==> src/rtl/fetch_decode.sv <==
//------------------------------------------------------------------------------
// Module   : fetch_decode
// Purpose  : Fetch/decode sequencer. Resolves JSR/RET/HALT through the PC
//            controls and hands other instructions to execute over valid/ready.
// Revision : 1.0 - initial release
//------------------------------------------------------------------------------
`default_nettype none

module fetch_decode #(
    parameter logic [10:0] BOOT_DEFAULT = 11'h000
) (
    input  logic        clock,
    input  logic        reset_n,
    input  logic [10:0] boot_addr,
    input  logic        boot_addr_sel,
    input  logic [10:0] pc,
    output logic [10:0] imem_addr,
    input  logic [15:0] imem_rdata,
    output logic        preload,
    output logic [10:0] preload_addr,
    output logic        jsr,
    output logic        ret,
    output logic [9:0]  relative_addr,
    output logic [15:0] instr,
    output logic [10:0] instr_pc,
    output logic        instr_valid,
    input  logic        instr_ready,
    output logic        halted
);

    typedef enum logic [2:0] {
        S_BOOT   = 3'd0,
        S_FETCH  = 3'd1,
        S_LOAD   = 3'd2,
        S_ISSUE  = 3'd3,
        S_HALTED = 3'd4
    } state_t;

    localparam logic [3:0] C_OP_JSR  = 4'hC;
    localparam logic [3:0] C_OP_RET  = 4'hD;
    localparam logic [3:0] C_OP_HALT = 4'hF;

    state_t      r_state;
    state_t      w_next_state;
    logic [3:0]  w_opcode;

    assign w_opcode  = instr[15:12];
    assign imem_addr = pc;

    // The PC has no enable: every cycle that is not a step, jump or return
    // preloads the PC with its own value.
    always_comb begin
        w_next_state  = r_state;
        preload       = 1'b0;
        preload_addr  = pc;
        jsr           = 1'b0;
        ret           = 1'b0;
        relative_addr = 10'h000;
        instr_valid   = 1'b0;
        case (r_state)
            S_BOOT: begin
                preload      = 1'b1;
                preload_addr = boot_addr_sel ? boot_addr : BOOT_DEFAULT;
                w_next_state = S_FETCH;
            end
            S_FETCH: begin
                preload      = 1'b1;
                w_next_state = S_LOAD;
            end
            S_LOAD: begin
                preload      = 1'b1;
                w_next_state = S_ISSUE;
            end
            S_ISSUE: begin
                case (w_opcode)
                    C_OP_JSR: begin
                        jsr           = 1'b1;
                        relative_addr = instr[9:0];
                        w_next_state  = S_FETCH;
                    end
                    C_OP_RET: begin
                        ret          = 1'b1;
                        w_next_state = S_FETCH;
                    end
                    C_OP_HALT: begin
                        preload      = 1'b1;
                        w_next_state = S_HALTED;
                    end
                    default: begin
                        instr_valid = 1'b1;
                        if (instr_ready) begin
                            w_next_state = S_FETCH;
                        end else begin
                            preload = 1'b1;
                        end
                    end
                endcase
            end
            S_HALTED: begin
                preload = 1'b1;
            end
            default: begin
                w_next_state = S_BOOT;
            end
        endcase
    end

    always_ff @(posedge clock) begin
        if (!reset_n) begin
            r_state  <= S_BOOT;
            instr    <= 16'h0000;
            instr_pc <= 11'h000;
            halted   <= 1'b0;
        end else begin
            r_state <= w_next_state;
            halted  <= (w_next_state == S_HALTED);
            if (r_state == S_LOAD) begin
                instr    <= imem_rdata;
                instr_pc <= pc;
            end
        end
    end

endmodule

`default_nettype wire

==> config.mk <==
export PLATFORM = sky130hd
export DESIGN_NAME = fetch_decode
export DESIGN_NICKNAME = d
export VERILOG_FILES = /design/src/rtl/fetch_decode.sv
export SDC_FILE = /design/constraint.sdc
export NUM_CORES = 1
export LEC_CHECK = 0
export ABC_AREA = 1
export CORE_UTILIZATION = 35
export DETAILED_ROUTE_END_ITERATION = 8
export MAX_ROUTING_LAYER = met4
export PLACE_DENSITY = 0.79
export SYNTH_ARGS = -nofsm -noshare
export SYNTH_HDL_FRONTEND = slang
export SYNTH_SLANG_ARGS = --single-unit
==> constraint.sdc <==
create_clock -name clock -period 1.4 [get_ports clock]
set_clock_uncertainty 0.2 [all_clocks]
set_input_delay 0.14 -clock clock [delete_from_list [all_inputs] [get_ports clock]]
set_output_delay 0.14 -clock clock [all_outputs]
set_load 0.05 [all_outputs]
==> results of run 1 <==
## through the flow
| stage | hold slack, ps | setup slack, ps | TNS, ps | instance area (µm²) |
|---|---|---|---|---|
| after floorplan | 101.8 | -134.0 | -1421 | 1819 |
| after global placement | 307.2 | -92.98 | -2076 | 3677 |
| after detailed placement | 318.5 | -139.6 | -4026 | 3677 |
## kinds of logic after synthesis
kind of cell,count (synthesis),share of synthesized area
flops,31,0.3959
simple gates,75,0.2299
buf+inv,57,0.1899
compound gates,57,0.1844
==> metrics.md, run 1 <==
| Metric | Value |
|---|---|
| Top area cells in the synthesized netlist | sky130_fd_sc_hd__dfxtp_1 (40%), sky130_fd_sc_hd__o21ai_0 (8.9%), sky130_fd_sc_hd__nor2_1 (8.4%), sky130_fd_sc_hd__inv_1 (7.9%), sky130_fd_sc_hd__buf_4 (6.2%) |
| Post-CTS setup-driven buffer insertion count | 9 |
| Total of warnings raised by yosys | 0 |
| Netlist area before placement | 0.001568 mm² |
| Halt Reason | [ERROR DPL-0033] detailed placement checks failed during check placement. |
| Most frequently used flop master after synthesis | sky130_fd_sc_hd__dfxtp_1 |
| Number of I/O pins | between 100 and 150 |
| Share of the yosys chip area belonging to registers | 0.3958 |
| Clk sinks | 31 |
| Top cell type by total area after synthesis | sky130_fd_sc_hd__dfxtp_1 |
| Last stage the flow got to | 4_1_cts |
| Seq cells post-synth | 31 |
| Result of the run | stopped before the end |
| Die extent in x | between 60 and 70 µm |
| Cts hold-fix bufs | 0 |
| Most numerous cell in the Yosys netlist | sky130_fd_sc_hd__nor2_1 |
| H-tree levels | 2 |
| Post-detailed-placement half-perimeter wirelength | slightly below 5000 µm |
| CTS-repair resized insts | just over 60 |
| Count of buffers inserted at the top-level ports | ~110 |
| Clk buf depth | 2 |
| Net count after synthesis | 262 |
| Floorplan row count | 23 |
| TritonCTS Buffers | 5 |
| Post-Syn Area per Cell | between 7 and 8 µm² |
| Die extent in y | roughly 70 µm |
| Effective utilization at floorplan | 0.3783 |
| Clock tree root buffer cell | sky130_fd_sc_hd__clkbuf_8 |
| Post-synth top cells | sky130_fd_sc_hd__nor2_1 (35), sky130_fd_sc_hd__inv_1 (33), sky130_fd_sc_hd__dfxtp_1 (31) |
| Count of distinct cell types in the synthesized netlist | 22 |
| Post-synthesis cell count | 220 |
| Portion of synthesized cell area occupied by the leading cell type | 0.3958 |
| Number of enable-type register cells in the synthesized netlist | 0 |
| Post-Place Cells | 381 |
| Async SR Flop Fraction | 0 |
| Final weighted congestion of routability-driven global placement | 0.7900 |
==> run 2: changes to the inputs <==
--- a/config.mk
+++ b/config.mk
@@ -6,10 +6,9 @@
 export NUM_CORES = 1
 export LEC_CHECK = 0
 export ABC_AREA = 1
-export CORE_UTILIZATION = 35
+export CORE_UTILIZATION = 20
 export DETAILED_ROUTE_END_ITERATION = 8
-export MAX_ROUTING_LAYER = met4
-export PLACE_DENSITY = 0.79
+export PLACE_DENSITY_LB_ADDON = 0.15
 export SYNTH_ARGS = -nofsm -noshare
 export SYNTH_HDL_FRONTEND = slang
 export SYNTH_SLANG_ARGS = --single-unit
==> metrics.md, run 2 <==
| Metric | Value |
|---|---|
| Iteration-0 DRC count of the detailed router | 25 |
| Final cycle utilization of the critical path | 1.274 |
| Tightest slew margin relative to the limit | 0.8376 |
| Combinational share of power | 0.492 |
| Final critical path time including I/O delays and setup | 1784 ps |
| Top area cells in the synthesized netlist | sky130_fd_sc_hd__dfxtp_1 (40%), sky130_fd_sc_hd__o21ai_0 (8.9%), sky130_fd_sc_hd__nor2_1 (8.4%), sky130_fd_sc_hd__inv_1 (7.9%), sky130_fd_sc_hd__buf_4 (6.2%) (unchanged) |
| Number of I/O pins | 106 (unchanged) |
| Portion of synthesized cell area occupied by the leading cell type | 0.3958 (unchanged) |
| Non-filler instance count after layout | 452 |
| Max IR drop VDD | between 0.0003 and 0.0004 V |
| Setup repair after global routing missed its margin | true |
| Most frequently used flop master after synthesis | sky130_fd_sc_hd__dfxtp_1 (unchanged) |
| Routed vias | about 1,900 |
| Number of enable-type register cells in the synthesized netlist | 0 (unchanged) |
| CP endpoint kind | primary output |
| Post-synthesis cell count | 220 (unchanged) |
| Fraction of layout instances using a drive strength above 1 | 0.5326 |
| Commonest cells after routing, fill and taps aside | sky130_fd_sc_hd__buf_12 (69), sky130_fd_sc_hd__clkdlybuf4s50_1 (41), sky130_fd_sc_hd__nor2_1 (32), sky130_fd_sc_hd__inv_1 (29), sky130_fd_sc_hd__buf_4 (28) |
| Switching Power | 1.322 mW |
| Overall die area | between 0.008 and 0.009 mm² |
| Cts hold-fix bufs | 0 (unchanged) |
| Total design power | approximately 3.6 mW |
| Total power density per cell area | between 800 and 900 mW/mm² |
| Sw Ratio | 0.3670 |
| Critical path launch point type | flip-flop |
| Violated checks | setup timing |
| Max frequency | approximately 0.56 GHz |
| Register ranked first by flip-flop count | instr |
| Effective utilization at floorplan | 0.2116 (was 0.3783) |
| Post-Place Cells | 437 (was 381) |
| Netlist area before placement | 0.001568 mm² (unchanged) |
| Async SR Flop Fraction | 0 (unchanged) |
| Vias per inst | approximately 4.2 |
| Post-Syn Area per Cell | 7.126 µm² (unchanged) |
| Final weighted congestion of routability-driven global placement | 0.7079 (was 0.7900) |
| Worst Max-Slew Pin Slew | about 240 ps |
| Total grt overflow | 0 |
| Via count of the first global-routing pass | between 1,500 and 2,000 |
| Setup violations, final | ~40 |
| Later-pin clock latency in the skew report | between 200 and 300 ps |
| Net count after synthesis | 262 (unchanged) |
| Wire length after detailed routing | about 5700 µm |
| Type of the most critical hold path | in -> reg |
| Post-synth top cells | sky130_fd_sc_hd__nor2_1 (35), sky130_fd_sc_hd__inv_1 (33), sky130_fd_sc_hd__dfxtp_1 (31) (unchanged) |
| Largest fanout on the critical path | 20 |
| Internal power summed over all cells | roughly 2.3 mW |
| Count of antenna-violating nets left after detailed routing | 0 |
| Lkg Pwr | between 1.5 and 2 nW |
| Drt pass-1 iters | 4 |
| Total count of max-transition violations in the final report | 0 |
| Die extent in y | 90.54 µm (was 68.93 µm) |
| # diodes | 0 |
| Share of the yosys chip area belonging to registers | 0.3958 (unchanged) |
| Routed wire per std cell | 12.58 µm |
| Largest registers | instr (16), instr_pc (11), r_state (3) |
| Wire length of the first global-routing pass | approximately 9300 µm |
| DRC errors left | 0 |
| Most common cell after layout, fill and taps aside | sky130_fd_sc_hd__buf_12 |
| Count of distinct cell types in the synthesized netlist | 22 (unchanged) |
| Most numerous cell in the Yosys netlist | sky130_fd_sc_hd__nor2_1 (unchanged) |
| Nets | between 300 and 400 |
| Seq cells post-synth | 31 (unchanged) |
| H-tree levels | 2 (unchanged) |
| Count of buffers inserted at the top-level ports | 105 (unchanged) |
| CTS tree | built |
| GRT Total Usage | 0.1423 |
| Clk buf depth | 2 (unchanged) |
| Sequential fraction of design power | 0.287 |
| Die extent in x | 90.54 µm (was 68.93 µm) |
| Maximum capacitance violations | 0 |
| Crit path DAT | between 1000 and 1500 ps |
| TritonCTS Buffers | 5 (unchanged) |
| Floorplan row count | 31 (was 23) |
| Area of the placeable core | ~0.0074 mm² |
| Clock slew at reported path FFs | roughly 70 ps |
| Result of the run | finished with violations (was stopped before the end) |
| Post-detailed-placement half-perimeter wirelength | 4419 µm (was 4957 µm) |
| Area growth from synthesis to final layout | 166.4% |
| Clock tree root buffer cell | sky130_fd_sc_hd__clkbuf_8 (unchanged) |
| Flip-flop count of the largest register after layout | 16 |
| Number of antenna violations at the first check in global routing | 0 |
| Total of warnings raised by yosys | 0 (unchanged) |
| Pin count of the biggest net entering global routing | 21 |
| Start-to-end type of the worst setup path | reg -> out |
| Count of endpoints failing hold in the final timing report | 0 |
| Clock network power share | 0.221 |
| Worst Path Required | 1060 ps |
| Final setup slack of the worst path | -384.0 ps |
| Clk sinks | 31 (unchanged) |
| Top cell type by total area after synthesis | sky130_fd_sc_hd__dfxtp_1 (unchanged) |
run 2: cell counts after synthesis:
No cell type changed its count.
run 2: what timing repair did:
item                                    in CTS  in global routing
cloned                                       2                  0
endpoints found under the setup margin      50                 55
pin swaps                                    3                  9
gates resized for setup                     38                 29
setup buffers                                6                  0
run 2: metrics by stage:
stage	instance area [µm²]	hold slack [ps]	utilization	TNS [ps]	setup WS, ps
6_report	4177	257.8	0.5638	-9409	-384.0
5_1_grt	4177	268.3	0.5638	-12530	-465.9
4_1_cts	4060	237.0	0.5480	-10950	-427.1
3_5_place_dp	3791	304.9	0.5117	-2271	-98.32
3_3_place_gp	3791	302.4	0.5117	-1316	-78.04
2_1_floorplan	1819	101.8	-	-1421	-134.0
run 2: layout make-up:
type,count,area (µm²)
clock buffers,8,100.1
fillers,662,3232
inverters,34,143.9
multi-input cells,132,1011
flip-flops and latches,31,646.9
well taps,99,123.9
repair buffers,148,2151
run 2: worst max-delay path, cell delays in order, from the launching register on:
cell and delay [ps]:
sky130_fd_sc_hd__dfxtp_4 360, sky130_fd_sc_hd__nor3_4 220, sky130_fd_sc_hd__buf_12 190, sky130_fd_sc_hd__nand3_1 130, sky130_fd_sc_hd__o21ai_4 100, sky130_fd_sc_hd__buf_12 150
run 2: worst paths after layout:
kind / startpoint / endpoint / slack (ps) / cells after the start
setup / recovery: r_state[0]$_SDFF_PN0_ / preload_addr[6] / -380 / 5
hold / removal: imem_rdata[14] / instr[14]$_SDFFE_PN0P_ / 260 / 3
setup reg to reg: r_state[0]$_SDFF_PN0_ / instr[6]$_SDFFE_PN0P_ / -80 / 6
hold reg to reg: instr[15]$_SDFFE_PN0P_ / instr[15]$_SDFFE_PN0P_ / 320 / 2
run 2: power groups by stage:
stage / Sequential, mW / Clock (mW) / Combinational (mW)
CTS: 1.03 / 0.836 / 1.75
global route: 1.04 / 0.869 / 1.86
floorplan: 1.25 / 0 / 0.585
global placement: 1.05 / 0 / 1.64
detailed placement: 1.05 / 0 / 1.66
finish: 1.03 / 0.798 / 1.77
run 2: kinds of logic after synthesis:
group / count (synthesis) / synth area share
AND/OR/NAND/NOR: 75 / 0.2299
AO/OA/AOI/OAI: 57 / 0.1844
buffers and inverters: 57 / 0.1899
flip-flops: 31 / 0.3959
run 2: metal layers:
layer,up-vias,GRT usage,wire [µm]
met3,13,0.06061,515
met4,0,0.06048,136
met2,77,0.2449,2922
met5,-,0,0
met1,861,0.1512,2112
li1,957,-,-
Note: power is estimated with default switching activity, not from simulation.
==> run 3: changes to the inputs <==
--- a/config.mk
+++ b/config.mk
@@ -8,6 +8,7 @@
 export ABC_AREA = 1
 export CORE_UTILIZATION = 20
 export DETAILED_ROUTE_END_ITERATION = 8
+export GPL_TIMING_DRIVEN = 0
 export PLACE_DENSITY_LB_ADDON = 0.15
 export SYNTH_ARGS = -nofsm -noshare
 export SYNTH_HDL_FRONTEND = slang
==> metrics.md, run 3 (synthesized netlist as in run 2, its figures left out) <==
| Metric | Value |
|---|---|
| Result of the run | finished with violations (unchanged) |
| Violated checks | setup timing (unchanged) |
| Hold Crit Endpoint | instr[4]$_SDFFE_PN0P_ (was instr[14]$_SDFFE_PN0P_) |
| Post-detailed-placement half-perimeter wirelength | 3948 µm (was 4419 µm) |
| Drt pass-1 iters | 4 (unchanged) |
| Start-to-end type of the worst setup path | reg -> out (unchanged) |
| CTS tree | built (unchanged) |
| Clk buf depth | 2 (unchanged) |
| Critical path launch point type | flip-flop (unchanged) |
| Hold depth | 3 (unchanged) |
| Count of endpoints failing hold in the final timing report | 0 (unchanged) |
| Maximum capacitance violations | 0 (unchanged) |
| Die extent in y | 90.54 µm (unchanged) |
| Clock tree root buffer cell | sky130_fd_sc_hd__clkbuf_8 (unchanged) |
| Fraction of layout instances using a drive strength above 1 | 0.4448 (was 0.5326) |
| R2R setup slack | 10 ps (was -80 ps) |
| Number of I/O pins | 106 (unchanged) |
| Largest registers | instr (16), instr_pc (11), r_state (3) (unchanged) |
| Floorplan row count | 31 (unchanged) |
| Iteration-0 DRC count of the detailed router | 49 (was 25) |
| Cell count of the worst reg-to-reg path | 5 (was 6) |
| Final total negative setup slack | -8955 ps (was -9409 ps) |
| Total design power | 3.092 mW (was 3.602 mW) |
| Final design instance area without fill | 0.003346 mm² (was 0.004177 mm²) |
| R2r startpoint | r_state[2]$_SDFF_PN0_ (was r_state[0]$_SDFF_PN0_) |
| Commonest cells after routing, fill and taps aside | sky130_fd_sc_hd__clkdlybuf4s50_1 (40), sky130_fd_sc_hd__nor2_1 (33), sky130_fd_sc_hd__inv_1 (29), sky130_fd_sc_hd__clkdlybuf4s15_2 (27) (was sky130_fd_sc_hd__buf_12 (69), sky130_fd_sc_hd__clkdlybuf4s50_1 (41), sky130_fd_sc_hd__nor2_1 (32), sky130_fd_sc_hd__inv_1 (29), sky130_fd_sc_hd__buf_4 (28)) |
| Type of the most critical hold path | in -> reg (unchanged) |
| Setup repair after global routing missed its margin | true (unchanged) |
| Effective utilization at floorplan | 0.2116 (unchanged) |
| Wire length after detailed routing | 5397 µm (was 5686 µm) |
| # diodes | 0 (unchanged) |
| Count of antenna-violating nets left after detailed routing | 0 (unchanged) |
| Worst Min Path Start | reset_n (was imem_rdata[14]) |
| Cts hold-fix bufs | 0 (unchanged) |
| TritonCTS Buffers | 5 (unchanged) |
| DRC errors left | 0 (unchanged) |
| Count of buffers inserted at the top-level ports | 104 (was 105) |
| Total count of max-transition violations in the final report | 0 (unchanged) |
| Wire length of the first global-routing pass | 8825 µm (was 9328 µm) |
| Clk sinks | 31 (unchanged) |
| Max frequency | 0.5522 GHz (was 0.5605 GHz) |
| Later-pin clock latency in the skew report | 280 ps (about the same) |
| Most common cell after layout, fill and taps aside | sky130_fd_sc_hd__clkdlybuf4s50_1 (was sky130_fd_sc_hd__buf_12) |
| Vias per inst | 4.093 (was 4.221) |
| Final core utilization | 0.4516 (was 0.5638) |
| Area growth from synthesis to final layout | 113.4% (was 166.4%) |
| Clock slew at reported path FFs | 70 ps (about the same) |
| Via count of the first global-routing pass | 1,815 (was 1,925) |
| Total power density per cell area | 924.1 mW/mm² (was 862.4 mW/mm²) |
| H-tree levels | 2 (unchanged) |
| Area of the placeable core | 0.007408 mm² (unchanged) |
| Final weighted congestion of routability-driven global placement | 0.7135 (was 0.7079) |
| Number of antenna violations at the first check in global routing | 0 (unchanged) |
| Worst Path Required | 1060 ps (about the same) |
| GRT Total Usage | 0.1359 (was 0.1423) |
| Worst hold margin | 121.5 ps (was 257.8 ps) |
| Fill cell total of the finished layout | 736 (was 662) |
| CP endpoint kind | primary output (unchanged) |
| Routed vias | 1,813 (was 1,908) |
| Tightest slew margin relative to the limit | 0.6800 (was 0.8376) |
| Routed wire per std cell | 12.18 µm (was 12.58 µm) |
| Overall die area | 0.008197 mm² (unchanged) |
| Final cycle utilization of the critical path | 1.294 (was 1.274) |
| Largest fanout on the critical path | 5 (was 20) |
| Final critical path time including I/O delays and setup | 1811 ps (was 1784 ps) |
| Die extent in x | 90.54 µm (unchanged) |
| Setup violations, final | 25 (was 41) |
| Max IR drop VDD | 0.0004066 V (was 0.0003927 V) |
| Flip-flop count of the largest register after layout | 16 (unchanged) |
| Total grt overflow | 0 (unchanged) |
| Worst Max-Slew Pin Slew | 479.9 ps (was 243.0 ps) |
| Nets | 385 (was 394) |
| Final setup slack of the worst path | -410.9 ps (was -384.0 ps) |
| Lkg Pwr | 1.341 nW (was 1.659 nW) |
| Worst flop-to-flop path endpoint | instr[10]$_SDFFE_PN0P_ (was instr[6]$_SDFFE_PN0P_) |
| Crit path DAT | 1470 ps (was 1440 ps) |
| Register ranked first by flip-flop count | instr (unchanged) |
| Pin count of the biggest net entering global routing | 11 (was 21) |
| Post-Place Cell Area | 0.002984 mm² (was 0.003791 mm²) |
[run 3: changes by cell type in the layout (fill, tap and decap cells not counted), moves of 4 or more]
| cell | change |
|---|---|
| sky130_fd_sc_hd__a21oi_1 | +12 |
| sky130_fd_sc_hd__a21oi_2 | -12 |
| sky130_fd_sc_hd__buf_12 | -67 |
| sky130_fd_sc_hd__buf_2 | +9 |
| sky130_fd_sc_hd__buf_4 | -11 |
| sky130_fd_sc_hd__buf_6 | +17 |
| sky130_fd_sc_hd__buf_8 | +9 |
| sky130_fd_sc_hd__clkdlybuf4s15_2 | +27 |
| sky130_fd_sc_hd__o21ai_0 | +16 |
| sky130_fd_sc_hd__o21ai_1 | -4 |
| sky130_fd_sc_hd__o21ai_2 | -12 |
[run 3: per-layer routing]
layer / track usage / share of wire / vias up
li1: - / - / 936
met1: 0.1527 / 0.42 / 804
met2: 0.2393 / 0.48 / 68
met3: 0.04545 / 0.082 / 5
met4: 0.04435 / 0.012 / 0
met5: 0 / 0 / -
[run 3: area by class of cell]
type | count | area [µm²] | share of cell area
plain buffers | 23 | 196.4 | 0.05871
multi-input cells | 132 | 914.6 | 0.2734
well taps | 99 | 123.9 | 0.03702
clock inverters | 1 | 3.754 | 0.001122
flip-flops and latches | 31 | 646.9 | 0.1933
inverters | 34 | 136.4 | 0.04076
clock buffers | 7 | 86.33 | 0.02580
repair buffers | 116 | 1237 | 0.3699
[run 3: power by group]
group | internal [mW] | switching [mW] | total, mW
Sequential | 0.953 | 0.0509 | 1.00
Clock | 0.394 | 0.329 | 0.723
Combinational | 0.544 | 0.821 | 1.37
Total | 1.89 | 1.20 | 3.09
[run 3: timing repair]
action	CTS	global route
setup endpoints to repair	64	40
pin swaps	6	2
cloned	3	0
endpoints found under the hold margin	0	0
setup buffers	8	1
gates resized for setup	336	17
[run 3: stage by stage]
| stage | worst slack, ps | std cells |
|---|---|---|
| after floorplan | -134.0 | 220 |
| after global placement | -1059 | 423 |
| after detailed placement | -1028 | 423 |
| after CTS | -436.1 | 442 |
| after global routing | -460.0 | 443 |
| final | -410.9 | 443 |
[run 3: how the worst max path moves through the flow]
stage	endpoint	cells past startpoint	start	slack (ps)
floorplan	relative_addr[9]	2	instr[9]$_SDFFE_PN0P_	-130
global placement	preload_addr[2]	5	boot_addr_sel	-1060
detailed placement	preload_addr[8]	5	boot_addr_sel	-1030
CTS	relative_addr[1]	6	r_state[0]$_SDFF_PN0_	-440
global route	relative_addr[2]	6	r_state[0]$_SDFF_PN0_	-460
finish	preload_addr[5]	6	r_state[1]$_SDFF_PN0_	-410
[run 3: worst max-delay path: stages, from the launching register on]
cell	delay, ps
sky130_fd_sc_hd__dfxtp_4	370
sky130_fd_sc_hd__nor3_4	180
sky130_fd_sc_hd__buf_6	150
sky130_fd_sc_hd__buf_6	120
sky130_fd_sc_hd__nand3_1	110
sky130_fd_sc_hd__o21ai_4	100
sky130_fd_sc_hd__buf_8	160
